`src/rtl/game_pkg.sv`:
```
// Shared game constants and the collision-scan FSM state type.
package game_pkg;

  localparam int unsigned BULLET_COUNT = 8;
  localparam int unsigned ENEMY_COUNT  = 4;

  localparam int unsigned BULLET_W = 2;
  localparam int unsigned BULLET_H = 4;
  localparam int unsigned ENEMY_W  = 16;
  localparam int unsigned ENEMY_H  = 16;

  localparam int unsigned SCREEN_W = 640;
  localparam int unsigned SCREEN_H = 480;

  // Every sprite coordinate on the bus is this wide.
  localparam int unsigned COORD_W = 10;

  typedef enum logic [1:0] {
    StIdle,
    StScan,
    StReport
  } scan_state_e;

endpackage

```
`src/rtl/rect_overlap.sv`:
```
// Combinational axis-aligned box overlap test between box A and box B.
// Edges that merely touch do not count as overlapping.
module rect_overlap #(
  parameter int unsigned AWidth  = 2,
  parameter int unsigned AHeight = 4,
  parameter int unsigned BWidth  = 16,
  parameter int unsigned BHeight = 16,
  parameter int unsigned CoordW  = 10
) (
  input  logic [CoordW-1:0] a_x_i,
  input  logic [CoordW-1:0] a_y_i,
  input  logic [CoordW-1:0] b_x_i,
  input  logic [CoordW-1:0] b_y_i,
  output logic              hit
);

  // One spare bit so that coordinate + size never wraps near the screen edge.
  localparam int unsigned ExtW = CoordW + 1;

  logic [ExtW-1:0] ax, ay, bx, by;

  assign ax = {1'b0, a_x_i};
  assign ay = {1'b0, a_y_i};
  assign bx = {1'b0, b_x_i};
  assign by = {1'b0, b_y_i};

  assign hit = (ax < bx + ExtW'(BWidth))  &&
               (ax + ExtW'(AWidth) > bx)  &&
               (ay < by + ExtW'(BHeight)) &&
               (ay + ExtW'(AHeight) > by);

endmodule

```
`src/rtl/bullet_hit_detector.sv`:
```
// Per-frame bullet/enemy collision resolver. Snapshots all boxes on frame_tick,
// walks every bullet x enemy pair through one shared comparator (enemy index
// innermost), then emits a single-cycle hit/kill/score pulse.
module bullet_hit_detector #(
  parameter int unsigned BULLET_COUNT = game_pkg::BULLET_COUNT,
  parameter int unsigned ENEMY_COUNT  = game_pkg::ENEMY_COUNT,
  parameter int unsigned BULLET_W     = game_pkg::BULLET_W,
  parameter int unsigned BULLET_H     = game_pkg::BULLET_H,
  parameter int unsigned ENEMY_W      = game_pkg::ENEMY_W,
  parameter int unsigned ENEMY_H      = game_pkg::ENEMY_H,
  parameter int unsigned CNT_W        = $clog2(BULLET_COUNT + 1)
) (
  input  logic                                    clk25,
  input  logic                                    rst_n,
  input  logic                                    frame_tick,
  input  logic [game_pkg::COORD_W*BULLET_COUNT-1:0] bullet_x_flat,
  input  logic [game_pkg::COORD_W*BULLET_COUNT-1:0] bullet_y_flat,
  input  logic [BULLET_COUNT-1:0]                 bullet_active,
  input  logic [game_pkg::COORD_W*ENEMY_COUNT-1:0]  enemy_x_flat,
  input  logic [game_pkg::COORD_W*ENEMY_COUNT-1:0]  enemy_y_flat,
  input  logic [ENEMY_COUNT-1:0]                  enemy_alive,
  output logic [BULLET_COUNT-1:0]                 bullet_hit,
  output logic [ENEMY_COUNT-1:0]                  enemy_kill,
  output logic [CNT_W-1:0]                        score_inc,
  output logic                                    busy
);

  import game_pkg::*;

  localparam int unsigned BIdxW = (BULLET_COUNT > 1) ? $clog2(BULLET_COUNT) : 1;
  localparam int unsigned EIdxW = (ENEMY_COUNT > 1) ? $clog2(ENEMY_COUNT) : 1;
  localparam int unsigned BXW   = COORD_W * BULLET_COUNT;
  localparam int unsigned EXW   = COORD_W * ENEMY_COUNT;

  scan_state_e state_q, state_d;

  // Frame snapshot; the scan only ever looks at these.
  logic [BXW-1:0]          snap_bx_q, snap_by_q;
  logic [BULLET_COUNT-1:0] snap_act_q;
  logic [EXW-1:0]          snap_ex_q, snap_ey_q;
  logic [ENEMY_COUNT-1:0]  snap_alive_q;
  logic                    snap_load;

  logic [BIdxW-1:0]        b_q, b_d;
  logic [EIdxW-1:0]        e_q, e_d;
  logic [BULLET_COUNT-1:0] pend_b_q, pend_b_d;
  logic [ENEMY_COUNT-1:0]  pend_e_q, pend_e_d;
  logic [CNT_W-1:0]        hit_cnt_q, hit_cnt_d;

  logic [BULLET_COUNT-1:0] bullet_hit_q, bullet_hit_d;
  logic [ENEMY_COUNT-1:0]  enemy_kill_q, enemy_kill_d;
  logic [CNT_W-1:0]        score_inc_q, score_inc_d;
  logic                    busy_q, busy_d;

  logic [COORD_W-1:0]      cur_bx, cur_by, cur_ex, cur_ey;
  logic                    geom_hit;
  logic                    pair_hit;
  logic                    last_e;
  logic                    last_pair;

  // Select the current pair's boxes out of the snapshot.
  always_comb begin
    cur_bx = snap_bx_q[COORD_W*int'(b_q) +: COORD_W];
    cur_by = snap_by_q[COORD_W*int'(b_q) +: COORD_W];
    cur_ex = snap_ex_q[COORD_W*int'(e_q) +: COORD_W];
    cur_ey = snap_ey_q[COORD_W*int'(e_q) +: COORD_W];
  end

  rect_overlap #(
    .AWidth  (BULLET_W),
    .AHeight (BULLET_H),
    .BWidth  (ENEMY_W),
    .BHeight (ENEMY_H),
    .CoordW  (COORD_W)
  ) u_overlap (
    .a_x_i (cur_bx),
    .a_y_i (cur_by),
    .b_x_i (cur_ex),
    .b_y_i (cur_ey),
    .hit   (geom_hit)
  );

  // Already-claimed bullets and enemies are skipped, which gives lowest-b,
  // then lowest-e priority for free from the scan order.
  always_comb begin
    pair_hit  = geom_hit && snap_act_q[b_q] && snap_alive_q[e_q] &&
                !pend_b_q[b_q] && !pend_e_q[e_q];
    last_e    = (e_q == EIdxW'(ENEMY_COUNT - 1));
    last_pair = last_e && (b_q == BIdxW'(BULLET_COUNT - 1));
  end

  // Next-state logic: FSM, pair walk, pending masks and output pulse.
  always_comb begin
    state_d      = state_q;
    snap_load    = 1'b0;
    b_d          = b_q;
    e_d          = e_q;
    pend_b_d     = pend_b_q;
    pend_e_d     = pend_e_q;
    hit_cnt_d    = hit_cnt_q;
    bullet_hit_d = bullet_hit_q;
    enemy_kill_d = enemy_kill_q;
    score_inc_d  = score_inc_q;

    unique case (state_q)
      StIdle: begin
        if (frame_tick) begin
          state_d   = StScan;
          snap_load = 1'b1;
          b_d       = '0;
          e_d       = '0;
          pend_b_d  = '0;
          pend_e_d  = '0;
          hit_cnt_d = '0;
        end
      end
      StScan: begin
        if (pair_hit) begin
          pend_b_d[b_q] = 1'b1;
          pend_e_d[e_q] = 1'b1;
          hit_cnt_d     = hit_cnt_q + CNT_W'(1);
        end
        if (last_pair) begin
          // Use the _d values so the final pair's result is included.
          state_d      = StReport;
          bullet_hit_d = pend_b_d;
          enemy_kill_d = pend_e_d;
          score_inc_d  = hit_cnt_d;
        end else if (last_e) begin
          e_d = '0;
          b_d = b_q + BIdxW'(1);
        end else begin
          e_d = e_q + EIdxW'(1);
        end
      end
      StReport: begin
        state_d      = StIdle;
        bullet_hit_d = '0;
        enemy_kill_d = '0;
        score_inc_d  = '0;
      end
      default: begin
        state_d = StIdle;
      end
    endcase

    busy_d = (state_d != StIdle);
  end

  // FSM, scan indices, pending state and registered outputs.
  always_ff @(posedge clk25 or negedge rst_n) begin
    if (!rst_n) begin
      state_q      <= StIdle;
      b_q          <= '0;
      e_q          <= '0;
      pend_b_q     <= '0;
      pend_e_q     <= '0;
      hit_cnt_q    <= '0;
      bullet_hit_q <= '0;
      enemy_kill_q <= '0;
      score_inc_q  <= '0;
      busy_q       <= 1'b0;
    end else begin
      state_q      <= state_d;
      b_q          <= b_d;
      e_q          <= e_d;
      pend_b_q     <= pend_b_d;
      pend_e_q     <= pend_e_d;
      hit_cnt_q    <= hit_cnt_d;
      bullet_hit_q <= bullet_hit_d;
      enemy_kill_q <= enemy_kill_d;
      score_inc_q  <= score_inc_d;
      busy_q       <= busy_d;
    end
  end

  // Capture every box and live flag at scan start.
  always_ff @(posedge clk25 or negedge rst_n) begin
    if (!rst_n) begin
      snap_bx_q    <= '0;
      snap_by_q    <= '0;
      snap_act_q   <= '0;
      snap_ex_q    <= '0;
      snap_ey_q    <= '0;
      snap_alive_q <= '0;
    end else if (snap_load) begin
      snap_bx_q    <= bullet_x_flat;
      snap_by_q    <= bullet_y_flat;
      snap_act_q   <= bullet_active;
      snap_ex_q    <= enemy_x_flat;
      snap_ey_q    <= enemy_y_flat;
      snap_alive_q <= enemy_alive;
    end
  end

  assign bullet_hit = bullet_hit_q;
  assign enemy_kill = enemy_kill_q;
  assign score_inc  = score_inc_q;
  assign busy       = busy_q;

endmodule

```
`config.mk`:
```
export PLATFORM = sky130hd
export DESIGN_NAME = bullet_hit_detector
export DESIGN_NICKNAME = d
export VERILOG_FILES = /design/src/rtl/game_pkg.sv /design/src/rtl/rect_overlap.sv /design/src/rtl/bullet_hit_detector.sv
export SDC_FILE = /design/constraint.sdc
export NUM_CORES = 1
export LEC_CHECK = 0
export BUFFER_PORTS_ARGS = -buffer_cell sky130_fd_sc_hd__buf_2
export CAP_MARGIN = 25
export CORE_AREA = 2 2 204 246
export CTS_BUF_LIST = sky130_fd_sc_hd__clkbuf_4
export CTS_CLUSTER_DIAMETER = 80
export DETAILED_ROUTE_END_ITERATION = 10
export DIE_AREA = 0 0 206 248
export PLACE_DENSITY_LB_ADDON = 0.1
export SYNTH_ARGS = -nofsm -noshare
export SYNTH_HDL_FRONTEND = slang
export SYNTH_SLANG_ARGS = --single-unit
```
`constraint.sdc`:
```
create_clock -name clk25 -period 13 [get_ports clk25]
set_input_delay 1.3 -clock clk25 [delete_from_list [all_inputs] [get_ports clk25]]
set_output_delay 1.3 -clock clk25 [all_outputs]
set_load 0.01 [all_outputs]
```
==> flow_summary.yaml, run 1 <==
logic_synthesis:
  synthFlopType: "dfrtp_1"
  synth_xor_area_share_pct: 1.21
  synth_seq_cells: 292
  ys_warn_count: 0
  synth.distinct_cells: 62
  synth_edf_count: 0
  syn_area_sq_mm: 0.0144
  synth_most_common_cell: "nand2_1"
  synth_common_cells: "nand2_1 (797), dfrtp_1 (292), clkbuf_1 (61)"
  synth.area.top_cells: "dfrtp_1 (51%), nand2_1 (21%), mux4_2 (4.4%)"
  synth_adder_area_share_pct: 4.16
  synth_top_family_by_area: "simple AND/OR/NAND/NOR gates"
  synth_compound_gate_area_share_pct: 8.20
  synth_mux_area_share_pct: 6.98
  synth_simple_gate_area_share_pct: 24.9
  async_flop_share_pct: 100
  ys_seq_area_share_pct: 50.7
  synth_nets: 1929
  synth_area_per_cell_sq_um: 8.87
  synth_area_leader_cell: "dfrtp_1"
  synth_top_area_share_pct: 50.7
  synthCells: 1626
cells_and_area:
  area_delta_synth_final_pct: 21.5
  finalNonFillerCells: 2607
  layout.nets: 2214
  design_area_sq_mm: 0.0175
  drive_gt1_share_pct: 24.3
sta:
  tightest_slew_ns: 1.02
  setup-tns-final_ns: 0
  maxSlewHeadroom_pct: 32.0
  rsz0062_at_grt: "false"
  maxSlewViolCount: 0
  fin_crit_sh_pct: 40.1
  finalSetupViolCount: 0
  hold_violations: 0
  worst_slack_ns: 7.79
  fin_skew_ns: 0.0569
  period_needed_ns: 5.21
  fmax_mhz: 192
grt:
  grtUsageTotal_pct: 19.5
  grt_remaining_overflow: 0
  antenna_found_initial: 5
  grt_pass1_wl_um: 74700
  grt_pass1_vias: 12780
  grt_max_degree: 111
setup_path:
  worstPathMaxFanout: 41
  r2r_end: "pend_b_q[3]"
  crit_arrival_ns: 5.93
  rr_startpoint: "b_q[1]"
  cp-start-kind: "register"
  crit_chain: "inv_1, a221oi_1, a21oi_1, a221o_1, ha_1, nand2_1, nor2_1, xnor2_1, ha_1, a21o_1, a21oi_1, a21oi_1, o21ai_0, o41a_1, nor3_4, and2_4, a32o_1"
  path_class: "register to register"
  reg2reg_slack_ns: 7.79
  worst_path_largest_cell_delay_ns: 0.98
  endpoint_kind: "register"
  rr_worst_depth: 17
  required_ns: 13.72
  cpMostUsedCell: "a21oi_1"
  crit_slowest_cell: "dfrtp_2"
min_path:
  hold_end: "snap_ey_q[34]"
  min_path_cells: 2
  hp-class: "register to register"
  min_from: "snap_ey_q[34]"
placement:
  pre_cts_slack_ns: 7.76
  dpl.hpwl_um: 34700
  placed_area_sq_mm: 0.0163
  place_inst: 2458
  gp_congestion: 0.832
  io_buffers: 271
routing:
  drc_errors: 0
  vias_per_cell: 4.68
  vias: 12201
  initialDrtViolationCount: 684
  drt-pass1-iter-count: 5
  wl_per_cell_um: 18.8
  wl_um: 48900
  antenna_left: 0
floorplanning:
  dieHeight_um: 248
  io_pins: 272
  core_sq_mm: 0.0488
  row_count: 89
  start_util_pct: 29.6
  die_w_um: 206
  die-area_sq_mm: 0.0511
clock_tree:
  htree_levels: 3
  cts_made_buffers: 85
  holdBufCountCts: 0
  cts_buffer_depth: 3
  ctsResizeCount: 0
  post_cts_buffers: 0
  cts_tree: "yes"
  path_clk_slew_ns: 0.07
  root_buffer: "clkbuf_4"
  clock_latency_ns: 0.79
  cts_sinks: 292
status:
  status: "complete, no violations"
pwr:
  p_leak_nw: 9.17
  p_per_area_mw_per_mm2: 257
  ir_drop_v: 0.000108
run:
  maxCapViolCount: 0
[stage by stage]
step | hold WS (ns) | power, mW | utilization, %
floorplan | 0.438 | 2.95 | -
global placement | 0.453 | 3.61 | 33.4
detailed placement | 0.458 | 3.62 | 33.5
CTS | 0.453 | 4.58 | 35.7
global route | 0.490 | 4.92 | 35.9
finish | 0.468 | 4.50 | 35.9
[metal layers]
layer / vias up / GRT usage [%] / part of all wire, %
li1: 5970 / - / -
met1: 5839 / 25.5 / 45
met2: 319 / 31.4 / 47
met3: 65 / 4.45 / 5.5
met4: 8 / 7.31 / 2.3
met5: - / 0 / 0.12
[layout make-up]
class	instances	area, sq um
diodes	1	2.50
inverters	41	154
repair buffers	289	1580
well taps	637	797
flip-flops and latches	292	7310
clock inverters	17	146
multi-input cells	1202	6570
clock buffers	128	961
fillers	5254	31300
[worst max-delay path: cells and delay by family (launching register included)]
kind / cells / cell delay, ns
buf+inv: 1 / 0.46
fa+ha+maj: 2 / 0.57
compound gates: 9 / 1.64
flops: 1 / 0.98
xor+xnor: 1 / 0.12
simple gates: 4 / 1.36
[where the power goes]
| part | leakage (nW) | switching, mW | total (mW) | internal, mW |
|---|---|---|---|---|
| Sequential | 3.67 | 0.339 | 1.64 | 1.30 |
| Combinational | 4.84 | 1.12 | 1.95 | 0.827 |
| Clock | 0.660 | 0.408 | 0.912 | 0.504 |
| Total | 9.17 | 1.87 | 4.50 | 2.63 |
[cell families (layout without fill, tap and decap cells)]
group / count (synthesis) / in the layout
AOI/OAI and AO/OA: 164 / 164
xor gates and xnor gates: 20 / 20
adders and majority gates: 48 / 48
buffers and inverters: 132 / 475
DFF: 292 / 292
muxes: 64 / 64
other: 0 / 1
and+or+nand+nor: 906 / 906
[state kept, by name, indices dropped and copies added, names as in the netlist, 8 cells and up]
name	count
pend_b_q	8
bullet_hit	8
snap_act_q	8
snap_bx_q	80
snap_by_q	80
snap_ex_q	40
snap_ey_q	40
[cell usage in the layout (no fill, tap or decap), drive strengths merged, types with 3 or more instances in the layout]
master and n:
nand4 5, nand2 797, o32ai 3, xnor2 16
o211ai 7, inv 40, nand2b 8, a22o 10
clkbuf 128, nor3 10, mux2i 23, dfrtp 292
nor2 26, and4 4, a221oi 7, nor2b 11
xor2 4, ha 48, o21bai 4, mux2 13
buf 289, nand3 31, a32o 12, and2 3
a31oi 15, a21oi 26, and3 5, clkinv 15
o22ai 5, a21o 3, a22oi 14, mux4 28
bufinv 3, a221o 5, a211oi 8, o21ai 30
[worst max-delay path by stage]
stage	cells after the start	startpoint	end
after detailed placement	17	b_q[1]	pend_b_q[3]
after global placement	17	b_q[1]	pend_b_q[0]
final	17	b_q[1]	pend_b_q[3]
after floorplan	23	b_q[2]	pend_e_q[1]
after global routing	17	b_q[1]	pend_e_q[3]
after CTS	17	b_q[1]	pend_b_q[1]
No activity file was read; power rests on OpenSTA's default activity.
==> inputs of run 2 (changes only) <==
==> constraint.sdc (replaced) <==
create_clock -name clk25 -period 5.31 [get_ports clk25]
set_input_delay 0.531 -clock clk25 [delete_from_list [all_inputs] [get_ports clk25]]
set_output_delay 0.531 -clock clk25 [all_outputs]
set_load 0.01 [all_outputs]
==> flow_summary.yaml, run 2 (synthesis results as in run 1) <==
sta:
  fmax_mhz: 216
  tightest_slew_ns: 0.975
  maxSlewViolCount: 0
  hold_violations: 0
  hold_slack_ns: 0.134
  setup-tns-final_ns: 0
  finalSetupViolCount: 0
  fin_skew_ns: 0.0424
  rsz0062_at_grt: "false"
  fin_crit_sh_pct: 87.1
  maxSlewHeadroom_pct: 34.9
  worst_slack_ns: 0.687
  period_needed_ns: 4.62
cells_and_area:
  drive_gt1_share_pct: 21.9
  finalNonFillerCells: 2863
  final.fill_count: 5018
  regArea_sq_mm: 0.00731
  area_delta_synth_final_pct: 39.0
  layout_common_cells: "nand2_1 (796), dfrtp_1 (288), buf_2 (270)"
  final_common_cell: "nand2_1"
  multi_input_area_sq_mm: 0.00657
  layout.nets: 2471
  reg_top3: "snap_bx_q x80, snap_by_q x80"
floorplanning:
  dieHeight_um: 248
  core_sq_mm: 0.0488
  die_w_um: 206
  start_util_pct: 29.6
  die-area_sq_mm: 0.0511
  row_count: 89
  io_pins: 272
routing:
  drc_errors: 0
  vias: 13266
  drt-pass1-iter-count: 5
  initialDrtViolationCount: 763
  vias_per_cell: 4.63
  wl_um: 51200
  antenna_left: 0
  wl_per_cell_um: 17.9
setup_path:
  crit_arrival_ns: 5.32
  required_ns: 6.00
  endpoint_kind: "register"
  rr_startpoint: "b_q[0]"
  rr_worst_depth: 18
  reg2reg_slack_ns: 0.69
  r2r_end: "bullet_hit[3]"
  worstPathMaxFanout: 23
  path_class: "register to register"
  cp-start-kind: "register"
placement:
  io_buffers: 271
  gp_congestion: 0.787
  pre_cts_slack_ns: 0.749
  dpl.hpwl_um: 34800
  place_inst: 2465
grt:
  grt_pass1_vias: 13677
  grtUsageTotal_pct: 20.1
  grt_max_degree: 181
  grt_pass1_wl_um: 77700
  grt_remaining_overflow: 0
  antenna_found_initial: 2
min_path:
  hold_end: "snap_alive_q[2]"
  hp-class: "primary input to register"
  min_path_cells: 4
  min_from: "frame_tick"
clock_tree:
  clock_latency_ns: 0.82
  cts_tree: "yes"
  root_buffer: "clkbuf_4"
  cts_buffer_depth: 3
  htree_levels: 3
  path_clk_slew_ns: 0.07
  cts_made_buffers: 84
  post_cts_buffers: 0
  cts_sinks: 292
pwr:
  p_leak_nw: 10.2
  ir_drop_v: 0.000185
  fin_total_pwr_mw: 11.2
  p_per_area_mw_per_mm2: 558
run:
  maxCapViolCount: 0
status:
  status: "complete, no violations"
[run 2: cell count changes in the layout (fill, tap and decap cells not counted)]
cell / delta
clkbuf_4: +1
buf_16: -3
inv_2: +3
clkinv_1: -5
buf_4: +4
clkinv_2: -1
buf_12: +4
dlygate4sd3_1: +253
diode_2: +1
bufinv_16: -1
[run 2: layout make-up]
class / instances / share of cell area, %
flip-flops and latches: 292 / 36.5
multi-input cells: 1202 / 32.7
repair buffers: 547 / 20.7
clock buffers: 129 / 4.83
well taps: 637 / 3.98
inverters: 41 / 0.768
clock inverters: 13 / 0.518
diodes: 2 / 0.0250
[run 2: repair_timing]
item / 4_1_cts / 5_1_grt
gates resized for setup: 0 / 0
endpoints found under the hold margin: 331 / 0
hold buffers: 253 / 0
[run 2: how the worst max path moves through the flow]
stage | startpoint | endpoint | slack, ns | cells after the start
after global placement | b_q[2] | bullet_hit[6] | 0.82 | 18
after detailed placement | b_q[0] | bullet_hit[6] | 0.75 | 16
after floorplan | b_q[2] | pend_e_q[1] | 0.93 | 23
after CTS | b_q[0] | bullet_hit[3] | 0.68 | 18
after global routing | b_q[0] | score_inc[2] | 0.25 | 18
final | b_q[0] | bullet_hit[3] | 0.69 | 18
[run 2: power by group]
part	switching [mW]	internal (mW)	total, mW
registers	0.733	3.19	3.92
clock network	1.01	1.19	2.20
logic	2.89	2.19	5.07
total	4.63	6.56	11.2
[run 2: worst max-delay path, cell delays in order (launching register included)]
cell	delay, ns
dfrtp_2	0.58
buf_4	0.27
inv_1	0.40
a221oi_1	0.18
o22ai_1	0.38
ha_1	0.25
nand2_1	0.05
inv_1	0.11
nand2_1	0.08
xnor2_1	0.13
ha_1	0.30
and4_1	0.23
o21ai_0	0.12
a31oi_1	0.20
a211oi_1	0.07
o22ai_2	0.54
buf_4	0.30
a31oi_1	0.11
o21ai_1	0.19
[run 2: metrics by stage]
step / area, sq um / util, %
after global placement: 16400 / 33.6
after detailed placement: 16400 / 33.6
after CTS: 20000 / 41.0
after global routing: 20000 / 41.1
final: 20000 / 41.1
after floorplan: 14400 / -
[run 2: layer usage]
metal	share of wire [%]	routed length (um)	up-vias	track usage [%]
met5	0	0	-	0
met3	4.9	2480	87	3.70
met1	45	22800	6354	26.0
met2	48	24500	347	33.3
li1	-	-	6478	-
met4	2.7	1360	0	7.65
